File: src/rtl/collapsering_pkg.sv
// Shared types and defaults for the collapse-ring controller.
// Holds the FSM state enum, default widths and synchroniser depth.
package collapsering_pkg;

    localparam int DEF_TRIM_W  = 28;
    localparam int DEF_MUX_W   = 3;
    localparam int DEF_CNT_W   = 16;
    localparam int SYNC_STAGES = 2;

    typedef enum logic [1:0] {
        IDLE = 2'd0,
        ARM  = 2'd1,
        RUN  = 2'd2,
        DONE = 2'd3
    } state_e;

endpackage

File: src/rtl/collapsering_ctrl_ring_edge_sync.sv
// Brings ring_clk into the wb_clk_i domain and emits a 1-cycle pulse
// per rising edge. Ports: clk_i, rst_i (sync, high), ring_i, pulse_o.
module ring_edge_sync
    import collapsering_pkg::*;
(
    input  logic clk_i,
    input  logic rst_i,
    input  logic ring_i,
    output logic pulse_o
);

    logic [SYNC_STAGES-1:0] sync_q;
    logic                   dly_q;
    logic                   pulse_q;

    always_ff @(posedge clk_i) begin
        if (rst_i) begin
            sync_q  <= '0;
            dly_q   <= 1'b0;
            pulse_q <= 1'b0;
        end else begin
            sync_q  <= {sync_q[SYNC_STAGES-2:0], ring_i};
            dly_q   <= sync_q[SYNC_STAGES-1];
            pulse_q <= sync_q[SYNC_STAGES-1] & ~dly_q;
        end
    end

    assign pulse_o = pulse_q;

endmodule

File: src/rtl/collapsering_ctrl.sv
// Collapse-ring run controller: latches trims, starts the ring, counts
// its edges until collapse or window timeout, and reports the result.
// Ports: wb_clk_i/wb_rst_i, cfg_* config, cmd_start/cmd_abort requests,
// busy/result_* status, ring_* macro drive and ring_clk from the macro.
module collapsering_ctrl
    import collapsering_pkg::*;
#(
    parameter int TRIM_W        = DEF_TRIM_W,
    parameter int MUX_W         = DEF_MUX_W,
    parameter int CNT_W         = DEF_CNT_W,
    parameter int SETTLE_CYCLES = 4,
    parameter int QUIET_CYCLES  = 8
) (
    input  logic              wb_clk_i,
    input  logic              wb_rst_i,
    input  logic [TRIM_W-1:0] cfg_trim_a,
    input  logic [TRIM_W-1:0] cfg_trim_b,
    input  logic [MUX_W-1:0]  cfg_clkmux,
    input  logic [CNT_W-1:0]  cfg_window,
    input  logic              cmd_start,
    input  logic              cmd_abort,
    output logic              busy,
    output logic              result_valid,
    output logic [CNT_W-1:0]  result_count,
    output logic              result_bit,
    output logic              result_timeout,
    output logic              ring_start,
    output logic [TRIM_W-1:0] ring_trim_a,
    output logic [TRIM_W-1:0] ring_trim_b,
    output logic [MUX_W-1:0]  ring_clkmux,
    input  logic              ring_clk
);

    localparam logic [CNT_W-1:0] CNT_ONE = 1;
    localparam logic [CNT_W-1:0] CNT_MAX = '1;
    localparam logic [7:0] SETTLE_LAST = 8'(SETTLE_CYCLES - 1);
    localparam logic [7:0] QUIET_N     = 8'(QUIET_CYCLES);

    state_e state_q, state_d;

    logic [7:0]        settle_q, settle_d;
    logic [7:0]        quiet_q, quiet_d;
    logic [CNT_W-1:0]  edge_q, edge_d;
    logic [CNT_W-1:0]  wcnt_q, wcnt_d;
    logic [CNT_W-1:0]  window_q;
    logic [TRIM_W-1:0] trim_a_q, trim_b_q;
    logic [MUX_W-1:0]  mux_q;
    logic [CNT_W-1:0]  res_cnt_q;
    logic              res_bit_q, res_to_q;

    logic edge_pulse;
    logic latch_cfg;
    logic collapse;
    logic expire;
    logic finish;

    ring_edge_sync u_sync (
        .clk_i   (wb_clk_i),
        .rst_i   (wb_rst_i),
        .ring_i  (ring_clk),
        .pulse_o (edge_pulse)
    );

    always_comb begin
        state_d   = state_q;
        settle_d  = settle_q;
        quiet_d   = quiet_q;
        edge_d    = edge_q;
        wcnt_d    = wcnt_q;
        latch_cfg = 1'b0;
        collapse  = 1'b0;
        expire    = 1'b0;
        finish    = 1'b0;
        unique case (state_q)
            IDLE: begin
                if (cmd_start && !cmd_abort) begin
                    latch_cfg = 1'b1;
                    settle_d  = '0;
                    state_d   = ARM;
                end
            end
            ARM: begin
                if (cmd_abort) begin
                    state_d = IDLE;
                end else begin
                    settle_d = settle_q + 8'd1;
                    if (settle_q == SETTLE_LAST) begin
                        quiet_d = '0;
                        edge_d  = '0;
                        wcnt_d  = '0;
                        state_d = RUN;
                    end
                end
            end
            RUN: begin
                if (cmd_abort) begin
                    state_d = IDLE;
                end else begin
                    if (edge_pulse && edge_q != CNT_MAX)
                        edge_d = edge_q + CNT_ONE;
                    quiet_d  = edge_pulse ? 8'd0 : quiet_q + 8'd1;
                    wcnt_d   = wcnt_q + CNT_ONE;
                    collapse = (quiet_d == QUIET_N);
                    expire   = (window_q != '0) && (wcnt_d == window_q);
                    finish   = collapse || expire;
                    if (finish)
                        state_d = DONE;
                end
            end
            DONE: begin
                state_d = IDLE;
            end
            default: begin
                state_d = IDLE;
            end
        endcase
    end

    always_ff @(posedge wb_clk_i) begin
        if (wb_rst_i) begin
            state_q   <= IDLE;
            settle_q  <= '0;
            quiet_q   <= '0;
            edge_q    <= '0;
            wcnt_q    <= '0;
            window_q  <= '0;
            trim_a_q  <= '0;
            trim_b_q  <= '0;
            mux_q     <= '0;
            res_cnt_q <= '0;
            res_bit_q <= 1'b0;
            res_to_q  <= 1'b0;
        end else begin
            state_q  <= state_d;
            settle_q <= settle_d;
            quiet_q  <= quiet_d;
            edge_q   <= edge_d;
            wcnt_q   <= wcnt_d;
            if (latch_cfg) begin
                trim_a_q <= cfg_trim_a;
                trim_b_q <= cfg_trim_b;
                mux_q    <= cfg_clkmux;
                window_q <= cfg_window;
            end
            // Results are loaded on the RUN exit edge so they are
            // already stable while result_valid is high in DONE.
            if (finish) begin
                res_cnt_q <= edge_d;
                res_bit_q <= edge_d[0];
                res_to_q  <= !collapse;
            end
        end
    end

    assign busy           = (state_q != IDLE);
    assign ring_start     = (state_q == RUN);
    assign result_valid   = (state_q == DONE);
    assign result_count   = res_cnt_q;
    assign result_bit     = res_bit_q;
    assign result_timeout = res_to_q;
    assign ring_trim_a    = trim_a_q;
    assign ring_trim_b    = trim_b_q;
    assign ring_clkmux    = mux_q;

endmodule

File: config.mk
export PLATFORM = sky130hd
export DESIGN_NAME = collapsering_ctrl
export DESIGN_NICKNAME = d
export VERILOG_FILES = /design/src/rtl/collapsering_pkg.sv /design/src/rtl/collapsering_ctrl_ring_edge_sync.sv /design/src/rtl/collapsering_ctrl.sv
export SDC_FILE = /design/constraint.sdc
export NUM_CORES = 1
export LEC_CHECK = 0
export ABC_AREA = 1
export BUFFER_PORTS_ARGS = -buffer_cell sky130_fd_sc_hd__clkbuf_2
export CORE_MARGIN = 2
export CORE_UTILIZATION = 50
export DETAILED_ROUTE_END_ITERATION = 10
export PLACE_DENSITY = 0.73
export SETUP_SLACK_MARGIN = 0.05
export SYNTH_ARGS = -nofsm -noshare
export SYNTH_HDL_FRONTEND = slang
export SYNTH_HIERARCHICAL = 1
export SYNTH_SLANG_ARGS = --single-unit
export TNS_END_PERCENT = 1
File: constraint.sdc
create_clock -name wb_clk_i -period 3.1 [get_ports wb_clk_i]
set_clock_uncertainty 0.2 [all_clocks]
set_input_delay 0.62 -clock wb_clk_i [delete_from_list [all_inputs] [get_ports wb_clk_i]]
set_output_delay 0.62 -clock wb_clk_i [all_outputs]
set_load 0.01 [all_outputs]
# Word level (Yosys, flattened, before mapping)
# Index checks and enable logic that the tools add are counted.
[totals]
register_bits = 147
[op_classes]
add_sub_neg = 4
n_eq_ne = 13
muxes = 29
bitwise = 2
n_reduce_logical = 14
[op_table]
columns = ["operator", "count"]
rows = [
  ["$mux 16", 7],
  ["$pmux 16 s2", 2],
  ["$mux 8", 6],
  ["$add 16x1->16 const B", 2],
  ["$pmux 8 s2", 2],
  ["$add 8x1->8 const B", 2],
  ["$eq 16x16->1", 1],
  ["$ne 16x16->1 const B", 1],
  ["$reduce_bool 16->1", 1],
  ["$mux 2", 5],
  ["$eq 8x2->1 const B", 1],
  ["$eq 8x4->1 const B", 1],
  ["$ne 2x2->1 const B", 4],
  ["$pmux 2 s4", 1],
  ["$mux 1", 6],
  ["$reduce_and 3->1", 2],
  ["$reduce_bool 2->1", 3],
  ["$eq 2x2->1 const B", 2],
  ["$reduce_and 4->1", 1],
  ["$logic_and 1x1->1", 3],
  ["$ne 3x2->1 const B", 1],
  ["$ne 3x3->1 const B", 1],
  ["$eq 2x1->1 const B", 1],
  ["$logic_not 1->1", 2],
  ["other kinds (4)", 4],
]

# Logic depth before layout (Yosys ltp)
[logic_depth]
word_depth = 7
mapped_depth = 17
ltp_nobuf = 16

# Modules after synthesis
# Netlist, hierarchy kept.
[modules_own_cells]
columns = ["mod", "n_inst", "cells_per_inst", "area_per_inst_um2"]
rows = [
  ["collapsering_ctrl", 1, 974, 6638.9],
  ["ring_edge_sync", 1, 12, 115.1],
]

# Worst setup path before layout
# OpenSTA, ideal clock, no wires.
[synth_timing]
path_kind = "register to register"
from = "register wcnt_q[1]"
to = "register res_cnt_q[10] (netlist: result_count[10])"
setup_ns = 0.115
arrival_time_ns = 1.830
required_ns = 2.785
slack_ns = 0.955
path_stages_with_launch = 18
synth_period_minus_slack_ns = 2.145
path_cell_list = "dfxtp_1 > ha_1 > nand2_2 > nor2_4 > nand2_1 > nand2_1 > nand2_1 > nand2_1 > nand2_1 > nor2_1 > nand3_1 > nor2_1 > nand2_1 > nand2_4 > buf_6 > nand3_1 > nand2_1 > nor2_1"
[synth_between]
elab_chain_cells = 6
[synth_rtl]
columns = ["element", "line_no", "text"]
rows = [
  ["from (decl)", "collapsering_ctrl.sv:44", "logic [CNT_W-1:0] wcnt_q, wcnt_d;"],
  ["from (signal assigned)", "collapsering_ctrl.sv:138", "wcnt_q <= wcnt_d;"],
  ["$add 16x1->16", "collapsering_ctrl.sv:102", "wcnt_d = wcnt_q + CNT_ONE;"],
  ["$eq 16x16->1", "collapsering_ctrl.sv:104", "expire = (window_q != '0) && (wcnt_d == window_q);"],
  ["$logic_and 1x1->1", "collapsering_ctrl.sv:104", ""],
  ["$logic_or 1x1->1", "collapsering_ctrl.sv:105", "finish = collapse || expire;"],
  ["$mux 1", "collapsering_ctrl.sv:96", "if (cmd_abort) begin"],
  ["$mux 1", "collapsering_ctrl.sv:74", "unique case (state_q)"],
  ["to (signal assigned)", "collapsering_ctrl.sv:148", "res_cnt_q <= edge_d;"],
  ["to (decl)", "collapsering_ctrl.sv:48", "logic [CNT_W-1:0] res_cnt_q;"],
]
# Every way passes these cells.
# A chain may end at the register's enable or synchronous reset.

# Worst setup path after layout
[layout_timing]
from = "register wcnt_q[1]"
to = "register res_cnt_q[2] (netlist: result_count[2])"
# Same word-level chain as after synthesis.

==> qor.txt <==
Initial Util = 0.510
Worst EP arrival = 2.80 ns
Setup TNS = 0 ns
sw frac = 0.348
dominant synthesized flop cell = dfxtp_1
clock sink total = 146
final RePlAce weighted congestion = 0.891
Post-synth EDFFs = 0
commonest non-fill, non-tap cell in the layout = nor2_1
dpl cells = 1,289
share of the synthesized area in the top cell type = 0.433
Slew Limit Fails = 0
Mapped Cells = 986
detailed placement HPWL = 12,500 µm
Skew-Pair Late Insertion Delay = 0.43 ns
Synth area leaders = dfxtp_1, nor2_1, nand2_1
share of post-route cells with drive strength above 1 = 0.195
htree depth = 4
number of I/O pins = 160
first-pass GRT wire length = 29,800 µm
Chip Height = 120 µm
total number of vias = 6,832
CP Max Fanout = 33
Vias/cell = 5.17
Setup crit start kind = register
r2r startpoint = wcnt_q[1]
post-synthesis area per instance = 6.85 µm²
area leader, netlist = dfxtp_1
Combinational Power Share = 0.263
chip width = 120 µm
Tcrit/Tclk final = 0.866
Clock Tree Root = clkbuf_16
library cells used by synthesis = 37
mapped cell area = 0.00675 mm²
drt wl/cell = 13.4 µm
#FFs+latches synth = 146
antenna violations before repair = 0
max_cap viols = 0
RSZ-0062 raised after global routing = false
hold slack = 0.186 ns
grt ovf = 0
ant diodes = 0
most frequent cells in the layout = nor2_1, nand2_1, clkbuf_2, dfxtp_1, o21ai_0
status = completed
total core area = 0.0132 mm²
Worst R2R End = result_count[2]
Core Util, Final = 0.625
P&R area growth vs syn = 22.6%
max_slew headroom = 0.511
DR DRC count = 0
Post-layout nets = 1,220
worst path bufs/invs = 0
Rows = 42
leakage = 3.75 nW
# resized after CTS = 0
Worst VDD drop = 0.516 mV
CTS tree = built
GRT Total Usage = 0.253
fmax = 0.373 GHz
clock-pin slew of the registers on the worst-case setup and hold paths = 0.06 ns
Largest delay share family, worst path = simple AND/OR/NAND/NOR gates
IO Port Bufs = 159
CP max-delay cell = dfxtp_1
fraction of registers with async set/reset = 0
# setup viols final = 0
crit end category = register
Final Non-Filler Cells = 1,321
R2R Setup Slk = 0.42 ns
clock network power share = 0.354
die footprint = 0.0145 mm²
Post-CTS Setup Repair Bufs = 0
Max Root-Sink Buffers = 2
Routed WL = 17,700 µm
post-route minimum period = 2.68 ns
initial drt markers = 527
largest net degree at the start of global routing = 62
register area share after synthesis = 0.433
switching power of the nets = 0.00208 W
worst min-delay path category = primary input to register
Int Power = 0.00390 W
worst-margin pin slew = 0.733 ns
vias in the first global route = 6,384
Final Hold Fails = 0
Crit path required time = 3.22 ns
worst hold start = ring_clk
Reg2Reg Depth = 14
total power = 0.00598 W
Pre-antenna DRT Iters = 6
cts-stage hold buffer count = 0
CP cell instances = ha_1 -> nand3_1 -> nor2_1 -> nand4_1 -> nand3_1 -> nand2_1 -> nor2_1 -> nand2_1 -> nor2_1 -> nand2_1 -> nand2_4 -> nand3_1 -> nand2_1 -> nor2_1
sequential share of power = 0.383
Synthesized Nets = 1,074
crit-path max cell delay = 0.42 ns
antenna-violating nets left = 0
# fillers = 1,236
worst hold stages = 3
Power Density = 722 mW/mm²
Worst Hold Path EP = u_sync/sync_q[0]
total CTS buffers = 17
Ys Warns = 6
type of the worst setup path = register to register
[worst max path at each step]
| stage | depth (start not counted) | slack (ns) | start | end |
|---|---|---|---|---|
| CTS | 14 | 0.46 | wcnt_q[0] | result_count[2] |
| global placement | 16 | 0.55 | wcnt_q[1] | result_count[3] |
| floorplan | 17 | 0.96 | wcnt_q[1] | result_count[10] |
| detailed placement | 16 | 0.50 | wcnt_q[1] | result_count[7] |
| global route | 14 | 0.16 | wcnt_q[0] | result_count[3] |
| finish | 14 | 0.42 | wcnt_q[1] | result_count[2] |
[registers in the layout (all words and copies together), names as in the netlist]
register and flops:
ring_trim_b 28, ring_trim_a 28, ring_clkmux 3, wcnt_q 16, quiet_q 8, u_sync/dly_q 1
state_q 2, u_sync/pulse_o 1, u_sync/sync_q 2, settle_q 8, result_timeout 1, window_q 16
result_count 16, edge_q 16
[cell type report]
class / instances / area (µm²) / share of cell area
multi-input cells: 707 / 3310 / 0.399
clock buffers: 18 / 439 / 0.0530
well taps: 176 / 220 / 0.0266
inverters: 88 / 330 / 0.0399
repair buffers: 172 / 893 / 0.108
clock inverters: 14 / 169 / 0.0204
flip-flops and latches: 146 / 2920 / 0.353
[stage by stage]
step / worst slack (ns) / instance area, µm²
CTS: 0.461 / 8280
global route: 0.160 / 8280
global placement: 0.550 / 7670
detailed placement: 0.504 / 7670
floorplan: 0.955 / 6750
finish: 0.417 / 8280
[worst reg2reg max path: stages (launching register included)]
cell     delay, ns
dfxtp_1       0.42
ha_1          0.23
nand3_1       0.16
nor2_1        0.27
nand4_1       0.19
nand3_1       0.12
nand2_1       0.06
nor2_1        0.09
nand2_1       0.06
nor2_1        0.08
nand2_1       0.13
nand2_4       0.30
nand3_1       0.14
nand2_1       0.09
nor2_1        0.04
[synth_stat cells, drive strengths merged (4+ instances only)]
cell type and count:
a31oi 6, o21ai 101, buf 10, nand3 85
inv 86, nor3 11, nand4 14, a21oi 72
nand2 169, ha 8, a211oi 4, nor2 216
dfxtp 146, clkbuf 35
[kinds of logic (layout without fill, tap and decap cells)]
| kind of cell | count (synthesis) | count (layout) | share of synthesized area |
|---|---|---|---|
| and+or+nand+nor | 501 | 501 | 0.310 |
| AOI/OAI and AO/OA | 191 | 191 | 0.148 |
| DFF | 146 | 146 | 0.433 |
| buffers and inverters | 133 | 292 | 0.0789 |
| adders and majority gates | 8 | 8 | 0.0148 |
| xor gates and xnor gates | 7 | 7 | 0.0152 |
[power groups by stage]
stage / sequential, W / combinational, W / clock (W)
finish: 0.00229 / 0.00157 / 0.00212
CTS: 0.00229 / 0.00158 / 0.00214
detailed placement: 0.00232 / 0.00156 / 0
floorplan: 0.00236 / 0.000998 / 0
global route: 0.00232 / 0.00180 / 0.00222
global placement: 0.00232 / 0.00156 / 0
[metal layers]
| metal | vias up | GRT usage | share of wire |
|---|---|---|---|
| li1 | 3504 | - | - |
| met1 | 3063 | 0.343 | 0.46 |
| met2 | 244 | 0.393 | 0.44 |
| met3 | 21 | 0.0717 | 0.085 |
| met4 | 0 | 0.0770 | 0.017 |
| met5 | - | 0 | 0 |
Note: power is estimated with default switching activity, not from simulation.
